===== src/rtl/dec_entry_pkg.sv =====
// Shared types and constants for the two-digit decimal entry accumulator.
package dec_entry_pkg;

  typedef enum logic [1:0] {
    EMPTY = 2'd0,
    ONE   = 2'd1,
    TWO   = 2'd2
  } entry_state_t;

  localparam logic [3:0]  BCD_MAX            = 4'd9;
  localparam int unsigned BCD_W              = 4;
  localparam int unsigned VAL_W              = 7;
  localparam int unsigned BYTE_W             = 8;
  localparam int unsigned TIMEOUT_CYCLES_DEF = 130_000_000;
  // Sized for the default timeout; any smaller override fits as well.
  localparam int unsigned TO_CNT_W           = $clog2(TIMEOUT_CYCLES_DEF + 1);

endpackage


===== src/rtl/dec_to_byte_bcd2_to_bin.sv =====
// Combinational two-digit BCD to 7-bit binary: tens*10 + ones via shifts.
module bcd2_to_bin
  import dec_entry_pkg::*;
(
  input  logic [BCD_W-1:0] i_tens,
  input  logic [BCD_W-1:0] i_ones,
  output logic [VAL_W-1:0] o_val
);

  logic [VAL_W-1:0] w_tens;
  logic [VAL_W-1:0] w_ones;

  assign w_tens = VAL_W'(i_tens);
  assign w_ones = VAL_W'(i_ones);
  assign o_val  = (w_tens << 3) + (w_tens << 1) + w_ones;

endmodule


===== src/rtl/dec_to_byte.sv =====
// Decimal-entry accumulator: collects up to two BCD digits, converts on enter
// with a range check, and discards a stale partial entry after an idle timeout.
module dec_to_byte
  import dec_entry_pkg::*;
#(
  parameter int unsigned MAX_VAL        = 80,
  parameter int unsigned TIMEOUT_CYCLES = TIMEOUT_CYCLES_DEF
) (
  input  logic              clk_in,
  input  logic              rst_n_in,
  input  logic              digit_valid_in,
  input  logic [BCD_W-1:0]  digit_in,
  input  logic              enter_in,
  input  logic              backspace_in,
  input  logic              clear_in,
  output logic [BYTE_W-1:0] byte_out,
  output logic              byte_valid_out,
  output logic              err_out,
  output logic              busy_out,
  output logic [BCD_W-1:0]  tens_out,
  output logic [BCD_W-1:0]  ones_out
);

  entry_state_t        r_state, w_state_nxt;
  logic [BCD_W-1:0]    r_tens, w_tens_nxt;
  logic [BCD_W-1:0]    r_ones, w_ones_nxt;
  logic [BYTE_W-1:0]   r_byte, w_byte_nxt;
  logic                r_valid, w_valid_nxt;
  logic                r_err, w_err_nxt;
  logic                r_busy, w_busy_nxt;
  logic [TO_CNT_W-1:0] r_cnt, w_cnt_nxt;
  logic [VAL_W-1:0]    w_val;
  logic                w_any_strobe;

  bcd2_to_bin u_bcd2_to_bin (
    .i_tens (r_tens),
    .i_ones (r_ones),
    .o_val  (w_val)
  );

  assign w_any_strobe = clear_in | enter_in | backspace_in | digit_valid_in;

  // Strobe priority: clear > enter > backspace > digit; idle timeout otherwise.
  always_comb begin
    w_state_nxt = r_state;
    w_tens_nxt  = r_tens;
    w_ones_nxt  = r_ones;
    w_byte_nxt  = r_byte;
    w_valid_nxt = 1'b0;
    w_err_nxt   = 1'b0;
    w_cnt_nxt   = '0;

    if (clear_in) begin
      w_state_nxt = EMPTY;
      w_tens_nxt  = '0;
      w_ones_nxt  = '0;
    end else if (enter_in) begin
      if (r_state == EMPTY) begin
        w_err_nxt = 1'b1;
      end else if (BYTE_W'(w_val) <= BYTE_W'(MAX_VAL)) begin
        w_byte_nxt  = BYTE_W'(w_val);
        w_valid_nxt = 1'b1;
      end else begin
        w_err_nxt = 1'b1;
      end
      w_state_nxt = EMPTY;
      w_tens_nxt  = '0;
      w_ones_nxt  = '0;
    end else if (backspace_in) begin
      case (r_state)
        TWO: begin
          w_state_nxt = ONE;
          w_ones_nxt  = r_tens;
          w_tens_nxt  = '0;
        end
        ONE: begin
          w_state_nxt = EMPTY;
          w_tens_nxt  = '0;
          w_ones_nxt  = '0;
        end
        default: ;
      endcase
    end else if (digit_valid_in) begin
      if (digit_in > BCD_MAX) begin
        w_err_nxt = 1'b1;
      end else begin
        case (r_state)
          EMPTY: begin
            w_state_nxt = ONE;
            w_tens_nxt  = '0;
            w_ones_nxt  = digit_in;
          end
          ONE: begin
            w_state_nxt = TWO;
            w_tens_nxt  = r_ones;
            w_ones_nxt  = digit_in;
          end
          default: w_err_nxt = 1'b1;
        endcase
      end
    end else if ((r_state != EMPTY) && (TIMEOUT_CYCLES != 0)) begin
      if (r_cnt == TO_CNT_W'(TIMEOUT_CYCLES - 1)) begin
        w_state_nxt = EMPTY;
        w_tens_nxt  = '0;
        w_ones_nxt  = '0;
      end else begin
        w_cnt_nxt = r_cnt + TO_CNT_W'(1);
      end
    end

    w_busy_nxt = (w_state_nxt != EMPTY);
  end

  always_ff @(posedge clk_in) begin
    if (!rst_n_in) begin
      r_state <= EMPTY;
      r_tens  <= '0;
      r_ones  <= '0;
      r_byte  <= '0;
      r_valid <= 1'b0;
      r_err   <= 1'b0;
      r_busy  <= 1'b0;
      r_cnt   <= '0;
    end else begin
      r_state <= w_state_nxt;
      r_tens  <= w_tens_nxt;
      r_ones  <= w_ones_nxt;
      r_byte  <= w_byte_nxt;
      r_valid <= w_valid_nxt;
      r_err   <= w_err_nxt;
      r_busy  <= w_busy_nxt;
      r_cnt   <= w_cnt_nxt;
    end
  end

  assign byte_out       = r_byte;
  assign byte_valid_out = r_valid;
  assign err_out        = r_err;
  assign busy_out       = r_busy;
  assign tens_out       = r_tens;
  assign ones_out       = r_ones;

endmodule


===== config.mk =====
export PLATFORM = sky130hd
export DESIGN_NAME = dec_to_byte
export DESIGN_NICKNAME = d
export VERILOG_FILES = /design/src/rtl/dec_entry_pkg.sv /design/src/rtl/dec_to_byte_bcd2_to_bin.sv /design/src/rtl/dec_to_byte.sv
export SDC_FILE = /design/constraint.sdc
export NUM_CORES = 1
export LEC_CHECK = 0
export ABC_AREA = 1
export CORE_AREA = 5 5 79 81
export CTS_CLUSTER_DIAMETER = 120
export DETAILED_ROUTE_END_ITERATION = 8
export DIE_AREA = 0 0 84 86
export PLACE_DENSITY = 0.85
export SYNTH_ARGS = -nofsm -noshare
export SYNTH_HDL_FRONTEND = slang
export SYNTH_SLANG_ARGS = --single-unit

===== constraint.sdc =====
create_clock -name clk_in -period 3.15 [get_ports clk_in]
set_input_delay 0.63 -clock clk_in [delete_from_list [all_inputs] [get_ports clk_in]]
set_output_delay 0.63 -clock clk_in [all_outputs]
set_load 0.03 [all_outputs]

=== After elaboration in Yosys (flattened, before gate mapping) ===
Index checks and enable logic that the tools add are counted.

* Divide/modulo/power cells: 0
* Reductions and logical operators: 14
* Add/subtract/negate cells: 3
* Eq/ne operators: 8
* Muxes and demuxes: 29
* Bitwise gates (word level): 5
* Magnitude comparators: 2
* Multiply operators: 0
* Shift-type cells: 0

{| class="wikitable"
|+ Operators with widths
! cell !! count
|-
| $mux W4 || 10
|-
| $add A27 B1 Y27 const B || 1
|-
| $eq A27 B27 Y1 const B || 1
|-
| $pmux W4 S2 || 2
|-
| $mux W2 || 7
|-
| $reduce_and A5 Y1 || 2
|-
| $mux W1 || 8
|-
| $pmux W2 S2 || 2
|-
| $add A7 B4 Y7 || 1
|-
| $add A7 B5 Y7 || 1
|-
| $le A7 B7 Y1 const B || 1
|-
| $reduce_or A7 Y1 || 1
|-
| $reduce_bool A3 Y1 || 2
|-
| $reduce_or A2 Y1 || 3
|-
| $not A1 Y1 || 5
|-
| $gt A4 B4 Y1 const B || 1
|-
| $ne A4 B1 Y1 const B || 1
|-
| $reduce_and A4 Y1 || 1
|-
| $reduce_bool A2 Y1 || 2
|-
| $reduce_or A4 Y1 || 1
|-
| $ne A3 B1 Y1 const B || 1
|-
| $ne A3 B2 Y1 const B || 1
|-
| $ne A3 B3 Y1 const B || 1
|-
| $reduce_or A3 Y1 || 1
|-
| 4 further kinds || 4
|}

* Word-level logic and storage cells: 69
* Output and inout port bits: 19
* Bits in latches: 0
* Bits in writable memories: 0
* Memory bits (read-only): 0
* Register bits: 47
* Memories kept: 0

=== Logic depth before layout (Yosys ltp) ===
* Word-level depth: 8
* Mapped depth: 14
* Gate-level depth less buffers: 13

=== By module ===
A second synthesis with hierarchy kept.

* Cell total of the unflattened synthesis: 399
* Area total of the unflattened synthesis: 2740.1 um^2

{| class="wikitable"
|+ Modules (own cells, without submodules)
! module !! area an instance (um^2) !! cells each !! instances !! sequential area each (um^2)
|-
| dec_to_byte || 2489.9 || 362 || 1 || 940.9
|-
| bcd2_to_bin || 250.2 || 37 || 1 || 0.0
|}

=== Least setup slack after synthesis ===
OpenSTA, ideal clock, no wires.

* Path kind: flip-flop to flip-flop
* From: reg r_tens[0], in the netlist tens_out[0]
* To: reg r_byte[3], in the netlist byte_out[3]
* Path slack: 0.538 ns
* Data arrival time: 2.499 ns
* Library setup time: 0.113 ns
* Data required time: 3.037 ns
* Cell stages (with the launch flop): 14
* Cells stage by stage: dfxtp_1 > inv_1 > fa_1 > inv_1 > fa_1 > nand3_1 > nand2_1 > xor2_1 > nand2_1 > nand3_1 > buf_2 > nand2_1 > nand2_1 > nor2_1

* Longest elaborated chain between the ends: 4

{| class="wikitable"
|+ RTL lines
! item !! line !! RTL
|-
| from (decl) || dec_to_byte.sv:25 || <nowiki>logic [BCD_W-1:0] r_tens, w_tens_nxt;</nowiki>
|-
| from (signal assigned) || dec_to_byte.sv:126 || <nowiki>r_tens <= w_tens_nxt;</nowiki>
|-
| $add A7 B5 Y7 (*) || dec_to_byte_bcd2_to_bin.sv:15 || <nowiki>assign o_val = (w_tens << 3) + (w_tens << 1) + w_ones;</nowiki>
|-
| $add A7 B4 Y7 (*) || dec_to_byte_bcd2_to_bin.sv:15 ||
|-
| $le A7 B7 Y1 || dec_to_byte.sv:60 || <nowiki>end else if (BYTE_W'(w_val) <= BYTE_W'(MAX_VAL)) begin</nowiki>
|-
| $reduce_and A4 Y1 (no line) || n/a ||
|-
| to (signal assigned) || dec_to_byte.sv:128 || <nowiki>r_byte <= w_byte_nxt;</nowiki>
|-
| to (decl) || dec_to_byte.sv:27 || <nowiki>logic [BYTE_W-1:0] r_byte, w_byte_nxt;</nowiki>
|}

Every way passes the cells marked *; elsewhere a longest branch is shown, timed or not.
A chain may end at the register's enable or synchronous reset.

=== Worst setup path after layout ===
* From: reg r_tens[2], in the netlist tens_out[2]
* To: reg r_byte[4], in the netlist byte_out[4]

Same word-level chain as after synthesis.

==> flow_summary.ini <==
[run_status]
outcome = completed

[grt]
grt_use_met3 = 0.0346
grt.busiest_layer = met2
grt_pass1_wl_um = 10400
overflow = 0
grt_use_total = 0.175
use_met1 = 0.211
grt_pass1_vias = 2432
grt_max_degree = 19
use_met2 = 0.309
antenna_found_initial = 0

[synth]
synthArstFlopShare = 0
ys_ff_latch = 47
synth_common_cells = 96 x nand2_1, 68 x inv_1, 47 x dfxtp_1
synthFlopType = dfxtp_1
syn_inst = 411
syn_area_per_cell_um2 = 7.00
syn-num-nets = 435
synth_area_um2 = 2880
yosysMostFrequentCell = nand2_1
yosys.area.top_type = dfxtp_1
synth-edff-count = 0
yosysSeqAreaShare = 0.327
yosysWarnings = 0
synth_area_leaders = dfxtp_1 33%, nand2_1 13%, inv_1 8.9%, nor2_1 6.0%, ha_1 5.2%
synth.distinct_cells = 38
synth.top_cell.area_share = 0.327

[sta]
finalMaxSlewViolations = 0
clock.fmax_mhz = 370
final-setup-viol-count = 0
rsz0062_at_grt = false
hold_viol = 0
worst_pin_slew_ns = 0.760
fin_crit_ns = 2.70
setup_tns_ns = 0
worst_slack_ns = 0.448
period_share = 0.858
slew-limit-headroom = 0.493
fin_worst_skew_ns = 0.00844

[clocking]
clock_path_buffers = 2
cts_buffers = 5
h-tree-depth = 2
cts_hold_buf = 0
insertion_delay_ns = 0.30
clock-sinks = 47
cts.reportedPaths.clkPinSlew_ns = 0.08
root_buffer = clkbuf_8
cts_resized = 0
cts_tree = done
cts_setup_buffers = 0

[worst_setup_path]
crit_fanout = 13
cp-end-kind = register
rr_endpoint = byte_out[4]$_SDFFE_PN0P_
crit_path_start = tens_out[2]$_SDFFE_PP0P_
crit_path_start_kind = register
arrival_ns = 2.90
crit_path_end = byte_out[4]$_SDFFE_PN0P_
rrSetupSlack_ns = 0.45
critPathKind = reg -> reg
r2r_start = tens_out[2]$_SDFFE_PP0P_
required_ns = 3.35
r2r_cells = 12

[cells_and_area]
regArea_um2 = 941
n_antenna_cell = 0
area_growth_pct = 13.9
multi_input_area_um2 = 1620
final_util = 0.606
layout.cells.non_filler = 512
fin_nets = 463
drive_above_1_share = 0.105
num-fill-cells = 510

[floorplanning]
die_w_um = 84
start_util = 0.532
dieArea_um2 = 7220
die_y_um = 86
core_um2 = 5410
num_rows = 27
pin_count = 29

[placed_design]
port_buffers = 27
place_ws_ns = 0.461
placedCellCount = 504
routabilityCongestion = 0.894
dp_hpwl_um = 4740

[route]
dr.first_iter.drc_count = 131
ant_nets = 0
routed_wl_um = 6080
drtPass1Iterations = 4
vias_per_cell = 5.04
vias = 2579
drc_errors = 0
wl_per_cell_um = 11.9

[min_path]
hold_path.class = reg -> reg

[pwr]
power_mw = 1.07
p_leak_nw = 1.34
ir_worst_vdd_mv = 0.190
power_density_nw_per_um2 = 327

[job]
drv_cap = 0
==> worst max-delay path, stage by stage, from the launching register on <==
cell and delay (ns):
dfxtp_1 0.37, inv_1 0.11, fa_1 0.51, inv_1 0.07, fa_1 0.47, nand3_1 0.11, nand2_1 0.08, xor2_1 0.23
nand2_1 0.11, nand3_1 0.33, nand2_1 0.10, nand2_1 0.07, nor2_1 0.04
==> sequential cells by signal, summed over array words and instances, names as in the netlist <==
signal          count
r_cnt              27
err_out             1
ones_out            4
byte_valid_out      1
busy_out            1
r_state             2
byte_out            7
tens_out            4
==> cell usage in the layout (no fill, tap or decap), types with 3 or more instances in the layout <==
master	count
xor2_1	4
ha_1	12
inv_1	68
nand2_1	96
dfxtp_1	47
nand3_4	4
nand4_1	15
o21ai_0	12
nand2_2	7
nand3b_1	3
clkbuf_8	5
nor2_1	46
inv_2	5
nor2_4	6
nand3_1	8
nor3_1	13
clkdlybuf4s50_1	27
nor2_2	10
a21oi_1	19
o21ai_1	5
==> worst min-delay path by stage <==
| stage | from | to | slack (ns) | cells past startpoint |
|---|---|---|---|---|
| floorplan | r_cnt[0]$_SDFF_PP0_ | r_cnt[0]$_SDFF_PP0_ | 0.44 | 1 |
| global placement | byte_out[6]$_SDFFE_PN0P_ | byte_out[6]$_SDFFE_PN0P_ | 0.45 | 2 |
| detailed placement | byte_out[6]$_SDFFE_PN0P_ | byte_out[6]$_SDFFE_PN0P_ | 0.45 | 2 |
| CTS | byte_out[6]$_SDFFE_PN0P_ | byte_out[6]$_SDFFE_PN0P_ | 0.47 | 2 |
| global route | byte_out[6]$_SDFFE_PN0P_ | byte_out[6]$_SDFFE_PN0P_ | 0.52 | 2 |
| finish | byte_out[6]$_SDFFE_PN0P_ | byte_out[6]$_SDFFE_PN0P_ | 0.46 | 2 |
==> power by group <==
group          internal (mW)  total [mW]  switching [mW]
Clock                  0.156       0.353           0.196
Sequential             0.599       0.604         0.00456
Combinational         0.0438       0.114          0.0700
==> per-layer routing <==
| metal | up-vias | wire length [um] |
|---|---|---|
| li1 | 1346 | - |
| met1 | 1179 | 2800 |
| met2 | 43 | 2970 |
| met3 | 11 | 177 |
| met4 | 0 | 131 |
| met5 | - | 0 |
==> cell families after synthesis <==
kind of cell | share of synthesized area
flip-flops | 0.327
AO/OA/AOI/OAI | 0.0748
AND/OR/NAND/NOR | 0.401
adder cells (fa/ha/maj) | 0.0661
other | 0.00130
buffers and inverters | 0.111
XOR/XNOR | 0.0183
==> through the flow <==
step	hold slack, ns	instance area (um^2)
6_report	0.459	3280
5_1_grt	0.517	3280
4_1_cts	0.466	3280
3_5_place_dp	0.453	3190
3_3_place_gp	0.446	3190
2_1_floorplan	0.436	2880
==> cell type report <==
type	count	area share
Timing Repair Buffer	27	0.0825
Multi-Input combinational cell	284	0.493
Clock buffer	7	0.0233
Inverter	74	0.0848
Tap cell	72	0.0275
Sequential cell	47	0.287
Clock inverter	1	0.00153
No activity file was read; power rests on OpenSTA's default activity.
